==> src/rtl/ext_mem_port_arbiter.sv <==
// Arbitrates independent chip read/write streams onto one single-port external memory,
// with a small write buffer (read forwarding, drain, flush) and saturating beat counters.
module ext_mem_port_arbiter #(
  parameter int unsigned ADDR_WIDTH = 20,
  parameter int unsigned DATA_WIDTH = 32,
  parameter int unsigned WBUF_DEPTH = 4,
  parameter int unsigned CNT_WIDTH  = 32
) (
  input  logic                  clk,
  input  logic                  arst_n_in,
  input  logic                  rd_en,
  input  logic [ADDR_WIDTH-1:0] rd_addr,
  output logic                  rd_ready,
  output logic [DATA_WIDTH-1:0] rd_qout,
  output logic                  rd_valid,
  input  logic                  wr_en,
  input  logic [ADDR_WIDTH-1:0] wr_addr,
  input  logic [DATA_WIDTH-1:0] wr_din,
  output logic                  wr_ready,
  output logic [ADDR_WIDTH-1:0] mem_addr,
  output logic                  mem_re,
  output logic                  mem_we,
  output logic [DATA_WIDTH-1:0] mem_din,
  input  logic [DATA_WIDTH-1:0] mem_qout,
  input  logic                  flush_req,
  output logic                  flush_done,
  input  logic                  clear_counts,
  output logic [CNT_WIDTH-1:0]  rd_beats,
  output logic [CNT_WIDTH-1:0]  wr_beats
);
  localparam int unsigned PW = $clog2(WBUF_DEPTH);

  typedef enum logic {RUN, FLUSH} state_t;
  state_t state, state_nxt;

  logic                  active;
  logic [ADDR_WIDTH-1:0] buf_addr [WBUF_DEPTH];
  logic [DATA_WIDTH-1:0] buf_data [WBUF_DEPTH];
  logic [PW-1:0]         head, tail, idx;
  logic [PW:0]           count;
  logic                  full, empty, rd_acc, wr_acc, hit, pop;
  logic [DATA_WIDTH-1:0] hit_data, fwd_data;
  logic                  fwd_q;

  assign full  = (count == (PW+1)'(WBUF_DEPTH));
  assign empty = (count == '0);

  // Holds the ready outputs low while reset is asserted and for the first edge after it.
  always_ff @(posedge clk or negedge arst_n_in) begin
    if (!arst_n_in) active <= 1'b0;
    else            active <= 1'b1;
  end

  always_ff @(posedge clk or negedge arst_n_in) begin
    if (!arst_n_in) state <= RUN;
    else            state <= state_nxt;
  end

  always_comb begin
    state_nxt = state;
    case (state)
      RUN:     if (flush_req) state_nxt = FLUSH;
      FLUSH:   if (empty)     state_nxt = RUN;
      default: state_nxt = RUN;
    endcase
  end

  always_comb begin
    rd_ready   = 1'b0;
    wr_ready   = 1'b0;
    flush_done = 1'b0;
    if (active && state == RUN) begin
      rd_ready = !full;
      wr_ready = !full;
    end
    if (state == FLUSH) flush_done = empty;
  end

  // Scan oldest to youngest over entries present before this cycle's push; last hit wins.
  always_comb begin
    hit      = 1'b0;
    hit_data = '0;
    idx      = '0;
    for (int unsigned i = 0; i < WBUF_DEPTH; i++) begin
      idx = head + PW'(i);
      if ((PW+1)'(i) < count && buf_addr[idx] == rd_addr) begin
        hit      = 1'b1;
        hit_data = buf_data[idx];
      end
    end
  end

  assign rd_acc = rd_en && rd_ready;
  assign wr_acc = wr_en && wr_ready;
  assign mem_re = rd_acc && !hit;
  assign pop    = !empty && !mem_re;
  assign mem_we = pop;

  always_comb begin
    mem_addr = '0;
    mem_din  = '0;
    if (mem_re) begin
      mem_addr = rd_addr;
    end else if (pop) begin
      mem_addr = buf_addr[head];
      mem_din  = buf_data[head];
    end
  end

  always_ff @(posedge clk) begin
    if (wr_acc) begin
      buf_addr[tail] <= wr_addr;
      buf_data[tail] <= wr_din;
    end
  end

  always_ff @(posedge clk or negedge arst_n_in) begin
    if (!arst_n_in) begin
      head  <= '0;
      tail  <= '0;
      count <= '0;
    end else begin
      if (pop)    head <= head + 1'b1;
      if (wr_acc) tail <= tail + 1'b1;
      count <= count + (PW+1)'(wr_acc) - (PW+1)'(pop);
    end
  end

  always_ff @(posedge clk or negedge arst_n_in) begin
    if (!arst_n_in) begin
      rd_valid <= 1'b0;
      fwd_q    <= 1'b0;
      fwd_data <= '0;
    end else begin
      rd_valid <= rd_acc;
      fwd_q    <= rd_acc && hit;
      if (rd_acc) fwd_data <= hit_data;
    end
  end

  assign rd_qout = !rd_valid ? '0 : (fwd_q ? fwd_data : mem_qout);

  always_ff @(posedge clk or negedge arst_n_in) begin
    if (!arst_n_in) begin
      rd_beats <= '0;
      wr_beats <= '0;
    end else if (clear_counts) begin
      rd_beats <= '0;
      wr_beats <= '0;
    end else begin
      if (mem_re && rd_beats != '1) rd_beats <= rd_beats + 1'b1;
      if (mem_we && wr_beats != '1) wr_beats <= wr_beats + 1'b1;
    end
  end
endmodule
==> config.mk <==
export PLATFORM = sky130hd
export DESIGN_NAME = ext_mem_port_arbiter
export DESIGN_NICKNAME = d
export VERILOG_FILES = /design/src/rtl/ext_mem_port_arbiter.sv
export SDC_FILE = /design/constraint.sdc
export NUM_CORES = 1
export LEC_CHECK = 0
export CAP_MARGIN = 20
export CORE_AREA = 5 5 193 195
export CTS_CLUSTER_SIZE = 12
export DETAILED_ROUTE_END_ITERATION = 6
export DIE_AREA = 0 0 198 200
export HOLD_SLACK_MARGIN = 0.15
export PLACE_DENSITY = 0.77
export SYNTH_ARGS = -nofsm -noshare
export SYNTH_HDL_FRONTEND = slang
export SYNTH_SLANG_ARGS = --single-unit
export TNS_END_PERCENT = 50
==> constraint.sdc <==
create_clock -name clk -period 6 [get_ports clk]
set_input_delay 1.2 -clock clk [delete_from_list [all_inputs] [get_ports clk]]
set_output_delay 1.2 -clock clk [all_outputs]
set_load 0.02 [all_outputs]
==> flow_summary.yaml <==
status:
  status: "complete, no violations"
min_path:
  min_path_type: "flop to flop"
  holdCritStartpoint: "fwd_data[5]$_DFFE_PN0P_"
  holdPathEnd: "fwd_data[5]$_DFFE_PN0P_"
  hold_depth: 2
critical_path:
  r2r_start: "head[1]$_DFFE_PN0N_"
  crit_family: "buffers and inverters"
  crit_start: "head[1]$_DFFE_PN0N_"
  crit_chain: "buf_12 -> buf_12 -> mux2i_1 -> xnor2_1 -> nor4_1 -> o2111ai_1 -> a2111oi_4 -> o41ai_4 -> inv_1 -> buf_12 -> and3_1 -> clkdlybuf4s50_1"
  cp.required_ns: 4.80
  crit_fanout: 36
  r2r_cells: 13
  critPathKind: "flop to output pin"
  critPathLaunchType: "flop"
  cp_slowest_cell: "clkdlybuf4s50_1"
  worstSetupEndpointType: "output pin"
  worstPathArrival_ns: 4.67
  cp_slowest_stage_delay_ns: 0.63
  crit_buf_inv: 5
  cp_common_cell: "buf_12"
  r2r_slack_ns: 1.63
  rr_endpoint: "fwd_data[6]$_DFFE_PN0P_"
cells_and_area:
  nFillCells: 2751
  final_cells: 2499
  final_area_mm2: 0.0233
  fin_util_pct: 66.1
  nNetsFinal: 2130
  multi_input_area_mm2: 0.00948
  area_delta_synth_final_pct: 21.9
  regArea_mm2: 0.00893
  drive_above_1_share_pct: 8.60
drt:
  drc: 0
  viasPerCell: 6.26
  post_drt_wl_per_cell_um: 22.3
  drt_iter0_markers: 1478
  routed_wirelength_mm: 55.8
  drtAntennaViolNets: 0
  vias: 15600
  drtPass1Iterations: 6
timing:
  fin_crit_sh_pct: 97.8
  tns_ns: 0
  worst_pin_slew_ns: 1.10
  max_freq_mhz: 170
  min_period_ns: 5.87
  hold_violations: 0
  finalSetupViolCount: 0
  rsz0062_at_grt: "no"
  max_slew_margin_pct: 26.9
  drv_slew: 0
  fin_skew_ns: 0.0131
pwr:
  p_leak_nw: 8.52
  irDropWorstVdd_mv: 0.343
  powerDensity_mw_per_mm2: 395
  p_total_mw: 9.20
place:
  place_congestion: 0.912
  dp_hpwl_mm: 36.7
  dp.cells: 2431
  dpl_cell_area_mm2: 0.0221
  portBuffers: 263
clocking:
  cts_max_level: 2
  cts_buffer_depth: 3
  cts_tree: "built"
  root_buffer: "clkbuf_16"
  clk_pin_slew_ns: 0.06
  clkLatencyLatePin_ns: 0.52
  clkSinkCount: 315
  cts-buffers-inserted: 35
grt:
  grt_pass1_wl_mm: 86.2
  track_usage_pct: 27.4
  grt_pass1_vias: 15600
  antenna_found_initial: 5
  grt_max_degree: 69
  grt_overflow: 0
floorplanning:
  core_area_mm2: 0.0352
  design.portCount: 264
  dieArea_mm2: 0.0396
  rows: 69
  start_util_pct: 54.2
  die_h_um: 200
  die_x_um: 198
synthesis:
  async_flop_share_pct: 34.0
  synthFlopType: "edfxtp_1"
  synth_warnings: 0
  avgSynthCellArea_um2: 10.5
  synthCells: 1814
  netlist_area_mm2: 0.0191
  yosys.cell_types.count: 61
  synth_edf_count: 208
  yosysSeqAreaShare_pct: 46.7
  ys_seq_elements: 315
  synth_fp_nets: 1935
run:
  maxCapViolCount: 0
## registers in the layout, summed over array words and instances (netlist names)
signal and flops:
state 1, active 1, rd_beats 32, fwd_q 1, buf_data 128, buf_addr 80
tail 2, wr_beats 32, count 3, fwd_data 32, rd_valid 1, head 2
## per-stage QoR
step	worst slack, ns	hold slack, ns
floorplan	0.945	0.451
global placement	0.242	0.503
detailed placement	0.293	0.511
CTS	0.156	0.523
global route	0.00859	0.540
finish	0.134	0.519
## synth_stat cells, types with 10 or more instances
master / number / share of area (%)
xor2_1: 41 / 1.9
buf_2: 22 / 0.58
nand4_1: 40 / 1.3
mux4_2: 30 / 3.5
dfrtp_1: 107 / 14
edfxtp_1: 208 / 33
and4_1: 10 / 0.46
nand3_1: 45 / 1.2
xnor2_1: 98 / 4.5
nor2_1: 171 / 3.4
clkbuf_1: 95 / 1.9
o21ai_0: 100 / 2.6
buf_1: 22 / 0.43
inv_1: 20 / 0.39
o221ai_1: 51 / 2.3
mux2i_1: 227 / 12
ha_1: 10 / 0.65
nand2_1: 139 / 2.7
mux2_2: 16 / 0.94
nor3_1: 92 / 2.4
and3_1: 52 / 1.7
o211ai_1: 32 / 1.3
a21oi_1: 45 / 1.2
nor2b_1: 34 / 1.1
## worst max path at each step
| stage | endpoint | cells past startpoint | slack, ns |
|---|---|---|---|
| 6_report | mem_din[29] | 12 | 0.13 |
| 3_3_place_gp | mem_din[29] | 10 | 0.24 |
| 2_1_floorplan | mem_addr[17] | 9 | 0.94 |
| 3_5_place_dp | mem_din[29] | 10 | 0.29 |
| 5_1_grt | mem_din[29] | 12 | 0.009 |
| 4_1_cts | mem_din[29] | 10 | 0.16 |
## report_power, final
part	leakage (nW)	switching (mW)	total, mW	internal (mW)
clock	0.553	0.857	2.11	1.26
combinational	4.70	2.39	4.31	1.93
sequential	3.28	0.247	2.77	2.53
## per-layer routing
layer  track usage (%)  wire (um)  vias up  share of wire, %
met5                 0         41        -             0.073
met4              8.34       1530        6               2.7
met3              5.69       5190      123               9.3
met2              45.2      26700      766                48
met1              36.9      22400     7633                40
li1                  -          -     7119                 -
## worst min-delay path, stage by stage (launching register included)
cell,delay [ns]
dfrtp_1,0.37
nand2_1,0.06
nand4_1,0.06
## kinds of logic after synthesis
family                   count (synthesis)  share of synthesized area, %
AO/OA/AOI/OAI                          272                          9.63
XOR/XNOR                               139                          6.37
adder cells (fa/ha/maj)                 11                         0.760
buffers and inverters                  176                          4.05
flip-flops                             315                          46.7
multiplexers                           274                          16.4
other                                    1                        0.0196
AND/OR/NAND/NOR                        626                          16.0
## cells in the final DEF, fill, tap and decap left out, types with 45 or more instances in the layout
cell type	n
dfrtp_1	104
and3_1	48
edfxtp_1	208
clkdlybuf4s50_1	260
nor3_1	90
a21oi_1	45
xnor2_1	98
o221ai_1	51
mux2i_1	224
nor2_1	171
nand2_1	138
o21ai_0	100
## final cells by class
cell class | instances | share of cell area (%)
tap | 461 | 2.48
inverter | 22 | 0.355
multi-input combinational | 1323 | 40.7
timing repair buffer | 312 | 13.2
clock buffer | 50 | 4.31
antenna | 4 | 0.0430
sequential | 315 | 38.4
clock inverter | 12 | 0.516
## what timing repair did
item                                    CTS  global route
buffers inserted                          1             0
hold buffers                              0             0
endpoints found under the setup margin    1             2
pin swaps                                 0             1
resized for setup                         0             6
gates cloned                              0             0
Note: power is estimated with default switching activity, not from simulation.
